`src/rtl/aes_round_sequencer_if.sv`:
```
// Block-stream and round-datapath signals of the iterative AES-128 sequencer.
// The slave modport is the sequencer's view; master is the producer/consumer/datapath side.
interface aes_round_sequencer_if #(
    parameter int DW = 128
);
    logic          in_valid;
    logic          in_ready;
    logic [DW-1:0] plain;
    logic [DW-1:0] key;
    logic          out_valid;
    logic          out_ready;
    logic [DW-1:0] cipher;
    logic          busy;
    logic [3:0]    rd_round;
    logic [DW-1:0] rd_data;
    logic [DW-1:0] rd_key;
    logic [DW-1:0] rd_key_nxt;
    logic [DW-1:0] rd_full_out;
    logic [DW-1:0] rd_final_out;

    modport slave (
        input  in_valid, plain, key, out_ready, rd_key_nxt, rd_full_out, rd_final_out,
        output in_ready, out_valid, cipher, busy, rd_round, rd_data, rd_key
    );

    modport master (
        output in_valid, plain, key, out_ready, rd_key_nxt, rd_full_out, rd_final_out,
        input  in_ready, out_valid, cipher, busy, rd_round, rd_data, rd_key
    );
endinterface

```
`src/rtl/aes_round_sequencer.sv`:
```
// Iterative AES-128 controller: walks one shared round datapath through the rounds,
// holding state, round key and round counter between the block-level valid/ready streams.
module aes_round_sequencer #(
    parameter int NUM_ROUNDS = 10,
    parameter int DW         = 128
) (
    input  logic                  clk_i,
    input  logic                  rst_n_i,
    aes_round_sequencer_if.slave  bus
);
    typedef enum logic [1:0] {
        S_IDLE  = 2'd0,
        S_ROUND = 2'd1,
        S_FINAL = 2'd2,
        S_DONE  = 2'd3
    } fsm_t;

    localparam logic [3:0] LAST_RC = 4'(NUM_ROUNDS);

    fsm_t          fsm_q, fsm_d;
    logic [DW-1:0] state_q, state_d;
    logic [DW-1:0] key_q, key_d;
    logic [3:0]    rc_q, rc_d;
    logic          out_valid_q, out_valid_d;
    logic          busy_q, busy_d;
    logic          in_ready;
    logic          accept;

    // Ready is combinational so a stalled DONE can hand over to the next block without a bubble.
    assign in_ready = (fsm_q == S_IDLE) | ((fsm_q == S_DONE) & bus.out_ready);
    assign accept   = bus.in_valid & in_ready;

    always_comb begin
        fsm_d       = fsm_q;
        state_d     = state_q;
        key_d       = key_q;
        rc_d        = rc_q;
        out_valid_d = out_valid_q;
        busy_d      = busy_q;
        case (fsm_q)
            S_IDLE: begin
                if (accept) begin
                    state_d     = bus.plain ^ bus.key;
                    key_d       = bus.key;
                    rc_d        = 4'd1;
                    fsm_d       = S_ROUND;
                    busy_d      = 1'b1;
                    out_valid_d = 1'b0;
                end
            end
            S_ROUND: begin
                state_d = bus.rd_full_out;
                key_d   = bus.rd_key_nxt;
                rc_d    = rc_q + 4'd1;
                if (rc_q + 4'd1 == LAST_RC) begin
                    fsm_d = S_FINAL;
                end
            end
            S_FINAL: begin
                state_d     = bus.rd_final_out;
                key_d       = bus.rd_key_nxt;
                rc_d        = 4'd0;
                fsm_d       = S_DONE;
                out_valid_d = 1'b1;
                busy_d      = 1'b0;
            end
            S_DONE: begin
                if (bus.out_ready) begin
                    out_valid_d = 1'b0;
                    if (bus.in_valid) begin
                        state_d = bus.plain ^ bus.key;
                        key_d   = bus.key;
                        rc_d    = 4'd1;
                        fsm_d   = S_ROUND;
                        busy_d  = 1'b1;
                    end else begin
                        fsm_d = S_IDLE;
                    end
                end
            end
            default: begin
                fsm_d       = S_IDLE;
                out_valid_d = 1'b0;
                busy_d      = 1'b0;
            end
        endcase
    end

    always_ff @(posedge clk_i or negedge rst_n_i) begin
        if (!rst_n_i) begin
            fsm_q       <= S_IDLE;
            state_q     <= '0;
            key_q       <= '0;
            rc_q        <= 4'd0;
            out_valid_q <= 1'b0;
            busy_q      <= 1'b0;
        end else begin
            fsm_q       <= fsm_d;
            state_q     <= state_d;
            key_q       <= key_d;
            rc_q        <= rc_d;
            out_valid_q <= out_valid_d;
            busy_q      <= busy_d;
        end
    end

    assign bus.in_ready  = in_ready;
    assign bus.out_valid = out_valid_q;
    assign bus.cipher    = state_q;
    assign bus.busy      = busy_q;
    assign bus.rd_round  = rc_q;
    assign bus.rd_data   = state_q;
    assign bus.rd_key    = key_q;
endmodule

```
`src/flat_wrapper.sv`:
```
// flat-port wrapper written by rule: the top's interface ports become plain ports
module aes_round_sequencer_flat 
#(
    parameter int NUM_ROUNDS = 10,
    parameter int DW         = 128
)
  (clk_i, rst_n_i, bus_in_valid, bus_plain, bus_key, bus_out_ready, bus_rd_key_nxt, bus_rd_full_out, bus_rd_final_out, bus_in_ready, bus_out_valid, bus_cipher, bus_busy, bus_rd_round, bus_rd_data, bus_rd_key);
  aes_round_sequencer_if #(.DW(DW)) bus_i ();
  input  logic clk_i;
  input  logic rst_n_i;
  input wire logic [$bits(bus_i.in_valid)-1:0] bus_in_valid;
  input wire logic [$bits(bus_i.plain)-1:0] bus_plain;
  input wire logic [$bits(bus_i.key)-1:0] bus_key;
  input wire logic [$bits(bus_i.out_ready)-1:0] bus_out_ready;
  input wire logic [$bits(bus_i.rd_key_nxt)-1:0] bus_rd_key_nxt;
  input wire logic [$bits(bus_i.rd_full_out)-1:0] bus_rd_full_out;
  input wire logic [$bits(bus_i.rd_final_out)-1:0] bus_rd_final_out;
  output wire logic [$bits(bus_i.in_ready)-1:0] bus_in_ready;
  output wire logic [$bits(bus_i.out_valid)-1:0] bus_out_valid;
  output wire logic [$bits(bus_i.cipher)-1:0] bus_cipher;
  output wire logic [$bits(bus_i.busy)-1:0] bus_busy;
  output wire logic [$bits(bus_i.rd_round)-1:0] bus_rd_round;
  output wire logic [$bits(bus_i.rd_data)-1:0] bus_rd_data;
  output wire logic [$bits(bus_i.rd_key)-1:0] bus_rd_key;
  assign bus_i.in_valid = bus_in_valid;
  assign bus_i.plain = bus_plain;
  assign bus_i.key = bus_key;
  assign bus_i.out_ready = bus_out_ready;
  assign bus_i.rd_key_nxt = bus_rd_key_nxt;
  assign bus_i.rd_full_out = bus_rd_full_out;
  assign bus_i.rd_final_out = bus_rd_final_out;
  assign bus_in_ready = bus_i.in_ready;
  assign bus_out_valid = bus_i.out_valid;
  assign bus_cipher = bus_i.cipher;
  assign bus_busy = bus_i.busy;
  assign bus_rd_round = bus_i.rd_round;
  assign bus_rd_data = bus_i.rd_data;
  assign bus_rd_key = bus_i.rd_key;
  aes_round_sequencer #(.NUM_ROUNDS(NUM_ROUNDS), .DW(DW)) u_core (.clk_i(clk_i), .rst_n_i(rst_n_i), .bus(bus_i));
endmodule
```
`config.mk`:
```
export PLATFORM = sky130hd
export DESIGN_NAME = aes_round_sequencer_flat
export DESIGN_NICKNAME = d
export VERILOG_FILES = /design/src/rtl/aes_round_sequencer_if.sv /design/src/rtl/aes_round_sequencer.sv /design/src/flat_wrapper.sv
export SDC_FILE = /design/constraint.sdc
export NUM_CORES = 1
export LEC_CHECK = 0
export CAP_MARGIN = 20
export CORE_AREA = 5 5 396 398
export CTS_CLUSTER_SIZE = 14
export DETAILED_ROUTE_END_ITERATION = 8
export DIE_AREA = 0 0 401 403
export DONT_BUFFER_PORTS = 1
export SLEW_MARGIN = 20
export SYNTH_ARGS = -nofsm -noshare
export SYNTH_HDL_FRONTEND = slang
export SYNTH_SLANG_ARGS = --single-unit
```
`constraint.sdc`:
```
create_clock -name clk_i -period 3.5 [get_ports clk_i]
set_input_delay 0.175 -clock clk_i [delete_from_list [all_inputs] [get_ports clk_i]]
set_output_delay 0.175 -clock clk_i [all_outputs]
set_load 0.01 [all_outputs]
```
**After elaboration in Yosys (flattened, before gate mapping)**

Cells that the tools add are included.

- Word-level logic and storage cells: 50
- Register bits after elaboration: 264
- Input bits: 644

- Add/sub/neg operators: 1
- Reduce and logical (&&, ||, !) cells: 7
- Bitwise logic cells: 4
- Eq/ne operators: 8
- Mux-type cells: 24

Operators by type and width:

| cell | count |
|---|---|
| $mux 128 | 6 |
| $pmux 128 s4 | 1 |
| $pmux 128 s3 | 1 |
| $xor 128x128->128 | 1 |
| $pmux 4 s4 | 1 |
| $mux 4 | 3 |
| $reduce_and 3->1 | 3 |
| $pmux 2 s4 | 1 |
| $mux 1 | 6 |
| $mux 2 | 3 |
| $pmux 1 s3 | 2 |
| $add 4x1->4 const B | 1 |
| $eq 2x2->1 const B | 2 |
| $eq 4x4->1 const B | 1 |
| $ne 2x1->1 const B | 2 |
| $ne 2x2->1 const B | 2 |
| $reduce_and 4->1 | 1 |
| $reduce_bool 3->1 | 1 |
| $and 1x1->1 | 2 |
| $eq 2x1->1 const B | 1 |
| $logic_not 2->1 | 1 |
| $reduce_or 2->1 | 1 |
| $or 1x1->1 | 1 |

**Depth between registers and ports, before layout**

- Depth in word-level cells: 6
- Gate-level depth with buffers: 9

**Worst setup path after synthesis**

No wires, ideal clock.

- Path kind: reg-to-reg
- Start point: register u_core.fsm_q[0]
- End point: register u_core.key_q[0] (netlist: u_core.bus.rd_key[0])
- Required time: 3.368 ns
- Period minus slack after synthesis: 1.745 ns
- Setup time: 0.132 ns
- Stages on the path, launching flop included: 9
- Setup slack: 1.755 ns
- Data arrival time: 1.613 ns
- Path through: dfrtp_1 -> inv_1 -> ha_1 -> buf_4 -> buf_6 -> buf_6 -> buf_2 -> mux2i_1 -> o21ai_1

- Word-level cells in the longest chain between the ends: 6
- Elaborated cells between the ends (all ways): 13
- Those cells by class: 6 x eq/ne; 1 x mux; 3 x bitwise; 3 x reduce/logical

RTL lines:

| what | line | source |
|---|---|---|
| start, declared | aes_round_sequencer.sv:20 | `fsm_t fsm_q, fsm_d;` |
| start signal, assigned | aes_round_sequencer.sv:98 | `fsm_q <= fsm_d;` |
| $eq 2x2->1 | aes_round_sequencer.sv:30, aes_round_sequencer.sv:40 |  |
| $and 1x1->1 | aes_round_sequencer.sv:30 | `assign in_ready = (fsm_q == S_IDLE) \| ((fsm_q == S_DONE) & bus.out_ready);` |
| $or 1x1->1 | aes_round_sequencer.sv:30 |  |
| $and 1x1->1 | aes_round_sequencer.sv:31 | `assign accept = bus.in_valid & in_ready;` |
| $ne 2x1->1 (no line) | n/a |  |
| $reduce_and 3->1 (no line) | n/a |  |
| end signal, assigned | aes_round_sequencer.sv:100 | `key_q <= key_d;` |
| end, declared | aes_round_sequencer.sv:22 | `logic [DW-1:0] key_q, key_d;` |

Parallel ways exist; a longest one is shown, timed or not.
A chain may end at the register's enable or synchronous reset.

**Worst setup path after layout**

- Start point: register u_core.fsm_q[0]
- End point: register u_core.state_q[123] (netlist: u_core.bus.cipher[123])

- Word-level cells in the longest chain between the ends: 6
- Elaborated cells between the ends (all ways): 12
- Those cells by class: 6 x eq/ne; 1 x mux; 3 x bitwise; 2 x reduce/logical

RTL lines:

| what | line | source |
|---|---|---|
| $eq 2x2->1 | aes_round_sequencer.sv:30, aes_round_sequencer.sv:40 |  |
| $and 1x1->1 | aes_round_sequencer.sv:30 |  |
| $or 1x1->1 | aes_round_sequencer.sv:30 |  |
| $and 1x1->1 | aes_round_sequencer.sv:31 |  |
| $ne 2x1->1 (no line) | n/a |  |
| $reduce_and 3->1 (no line) | n/a |  |
| end signal, assigned | aes_round_sequencer.sv:99 | `state_q <= state_d;` |
| end, declared | aes_round_sequencer.sv:21 | `logic [DW-1:0] state_q, state_d;` |

Parallel ways exist; a longest one is shown, timed or not.

==> summary.md <==
| Metric | Value |
|---|---|
| Status | finished with violations |
| Failing checks | hold timing |
| CP arrival | 3.84 ns |
| DR vias/cell | about 3.8 |
| Sequential Power Share | between 30% and 40% |
| Clock power share | around 15% |
| Syn nets | around 2,400 |
| Most frequent cell on the critical path | dlygate4sd3_1 |
| LEAKAGE | slightly above 9 nW |
| Core area | between 150,000 and 200,000 um2 |
| Top post-synthesis cells by area | dfrtp_1 (43%), nand2_1 (9.5%), mux2i_1 (8.4%) |
| CTS-repair resized insts | 0 |
| Vias in the first global route | about 16,000 |
| Critical path launch point type | flip-flop |
| TNS Setup | 0 ns |
| CTS buffer count | 37 |
| Gr ovfl total | 0 |
| # DRC | 0 |
| IO Port Bufs | 0 |
| Max rail drop VDD | 661 uV |
| Worst Setup End Kind | flip-flop |
| Clk sink count | ~260 |
| Psw | 12.4 mW |
| First-pass GRT wire length | 156,000 um |
| Period utilization | between 90% and 100% |
| Post-Place Cell Area | around 17,000 um2 |
| Setup Skew | 0.0307 ns |
| Critical path peak fanout | 50 |
| Via count | between 15,000 and 20,000 |
| Core Util, Final | approximately 15% |
| Gate power share | a little over half |
| Mean Syn Cell Area | about 9 um2 |
| Critical Path RT | 4.02 ns |
| H-tree depth | 2 |
| Starting DRC count in detailed routing | roughly 1,800 |
| CTS tree | yes |
| Worst-case clock buffer depth | 3 |
| Met1 Track Usage GR | ~15% |
| Internal | approximately 13 mW |
| Met2 Use GR | 22.9% |
| CP cell instances | inv_1, ha_4, buf_12, a22oi_1, dlygate4sd3_1, nand2_1, o21ai_0, dlygate4sd3_1, o21ai_1 |
| Worst-margin pin slew | 0.858 ns |
| Fmax | 301 MHz |
| Routed WL | 122,000 um |
| Worst-Skew Late Latency | 0.57 ns |
| Register bit total from synthesis | 264 |
| Yosys top cell area share | between 40% and 50% |
| Die area | approximately 160,000 um2 |
| Pwr Density | 1090 nW/um2 |
| Minimum clock period | roughly 3.3 ns |
| Finished Layout Cells | 4,220 |
| Synth cell types | 32 |
| Max cap viols | 0 |
| Share of cells above drive strength 1 | roughly 4.6% |
| Layout Area Growth over Synthesis | 53.4% |
| Gp weighted congestion | ~0.98 |
| Setup CP Type | flip-flop to flip-flop |
| RSZ-0062 raised after global routing | no |
| Commonest cells in the synthesized netlist | nand2_1 (390), dfrtp_1 (264), o21ai_1 (240) |
| Avg WL per Cell | between 20 and 30 um |
| Slowest stage delay, CP | ~0.73 ns |
| Critical Path Slowest Stage Cell | ha_4 |
| Die Wd | around 400 um |
| Count leader, synth | nand2_1 |
| TritonRoute pass-1 iters | 6 |
| Hold Slack | -0.717 ns |
| Setup repair bufs after CTS | 0 |
| Hold buffers post-CTS | roughly 560 |
| Yosys warning count | 0 |
| Antenna-violating nets left | 0 |
| Reg clk slew, reported paths | approximately 0.06 ns |
| Slew Limit Headroom | between 40% and 50% |
| Synthesized cell area | around 15,000 um2 |
| Cell count after placement | approximately 3,500 |
| Synth area leader | dfrtp_1 |
| Most Used Layer, Global Route | met2 |
| Worst hold path class | input port to async pin |
| Seq/Total Area, Yosys | approximately 43% |
| EDFF count, synth | 0 |
| Ys async rst share | 100% |
| Root Buffer | clkbuf_16 |
| Initial Util | ~10% |
| M3 GR Usage | 7.34% |
| Pins over their slew limit | 0 |
| Fin area | 23,700 um2 |
| Top-level I/O count | between 1,000 and 1,500 |
| Largest net degree at the start of global routing | roughly 270 |
| Final HPWL DP | just under 100,000 um |
| Final hold violation count | ~260 |
| Number of cells produced by synthesis | approximately 1,700 |
| Initial antenna violation count | 97 |
| Die Height | between 400 and 500 um |
| Net Sw Frac | just under 50% |
| Final setup vio count | 0 |
| Most used DFF post-synth | dfrtp_1 |
| Site Rows | between 100 and 150 |
| Total global-route track usage | roughly 14% |
| Final #Nets | 2,755 |
critical path: cells and delay by family (launching register included):
kind | cells | cell delay (ns)
buffers and inverters | 4 | 1.68
adder cells (fa/ha/maj) | 1 | 0.73
flip-flops | 1 | 0.44
AO/OA/AOI/OAI | 3 | 0.30
AND/OR/NAND/NOR | 1 | 0.07
final timing paths:
check	from	cells after the start	end	slack [ns]
max	u_core.fsm_q[0]$_DFFE_PN0P_	9	u_core.bus.cipher[123]$_DFFE_PN0P_	0.18
min	rst_n_i	0	u_core.bus.rd_key[9]$_DFFE_PN0P_	-0.72
max reg2reg	u_core.fsm_q[0]$_DFFE_PN0P_	9	u_core.bus.cipher[123]$_DFFE_PN0P_	0.18
min reg2reg	u_core.bus.rd_key[111]$_DFFE_PN0P_	2	u_core.bus.rd_key[111]$_DFFE_PN0P_	0.56
max in group asynchronous	rst_n_i	0	u_core.bus.cipher[68]$_DFFE_PN0P_	3.58
min in group clk_i	bus_rd_final_out[91]	4	u_core.bus.cipher[91]$_DFFE_PN0P_	0.02
kinds of logic (layout without fill, tap and decap cells):
| group | Yosys count | in the layout | synth area share [%] |
|---|---|---|---|
| simple gates | 400 | 400 | 9.91 |
| flops | 264 | 264 | 42.8 |
| buf+inv | 263 | 671 | 11.4 |
| xor+xnor | 128 | 128 | 7.26 |
| other cells | 0 | 45 | 0 |
| compound gates | 527 | 527 | 19.3 |
| fa+ha+maj | 8 | 8 | 0.649 |
| mux | 133 | 133 | 8.65 |
per-layer routing:
| metal | vias up | wire, um |
|---|---|---|
| met5 | - | 331 |
| met4 | 52 | 6140 |
| met3 | 350 | 16200 |
| met2 | 1209 | 56700 |
| met1 | 7767 | 42200 |
| li1 | 6606 | - |
area by class of cell:
cell class	instances	area, um2
sequential	264	6610
multi-input combinational	1196	7110
antenna	45	113
inverter	5	18.8
clock buffer	54	1060
timing repair buffer	599	6080
tap	2044	2560
clock inverter	13	120
fill	17000	129000
flip-flops by register name, indices dropped and copies added, names as in the netlist:
register,flops
u_core.bus.busy,1
u_core.bus.out_valid,1
u_core.bus.cipher,128
u_core.bus.rd_key,128
u_core.fsm_q,2
u_core.bus.rd_round,4
power by group through the flow:
stage          clock [mW]  sequential [mW]  combinational [mW]
6_report             3.88             8.14                13.8
5_1_grt              4.14             8.30                15.1
4_1_cts              4.06             8.16                13.6
3_5_place_dp            0             8.20                10.2
3_3_place_gp            0             8.18                10.1
2_1_floorplan           0             6.42                9.01
per-stage QoR:
| step | worst slack [ns] | power, mW |
|---|---|---|
| after floorplan | 1.75 | 15.4 |
| after global placement | 0.917 | 18.2 |
| after detailed placement | 0.933 | 18.4 |
| after CTS | 0.154 | 25.8 |
| after global routing | 0.0319 | 27.5 |
| final | 0.179 | 25.9 |
layout by cell type, fill, tap and decap left out, drive strengths merged, types with 2 or more instances in the layout:
cell         instances
clkinv               5
buf                 36
xor2               128
clkbuf              54
ha                   8
nor3                 2
clkinvlp             3
nand2              390
mux2i              130
nor2b                2
dlygate4sd3        563
dfrtp              264
inv                  9
mux2                 3
o21ai              388
a21o                 3
diode               45
a21oi                3
a22oi              128
Note: power is estimated with default switching activity, not from simulation.
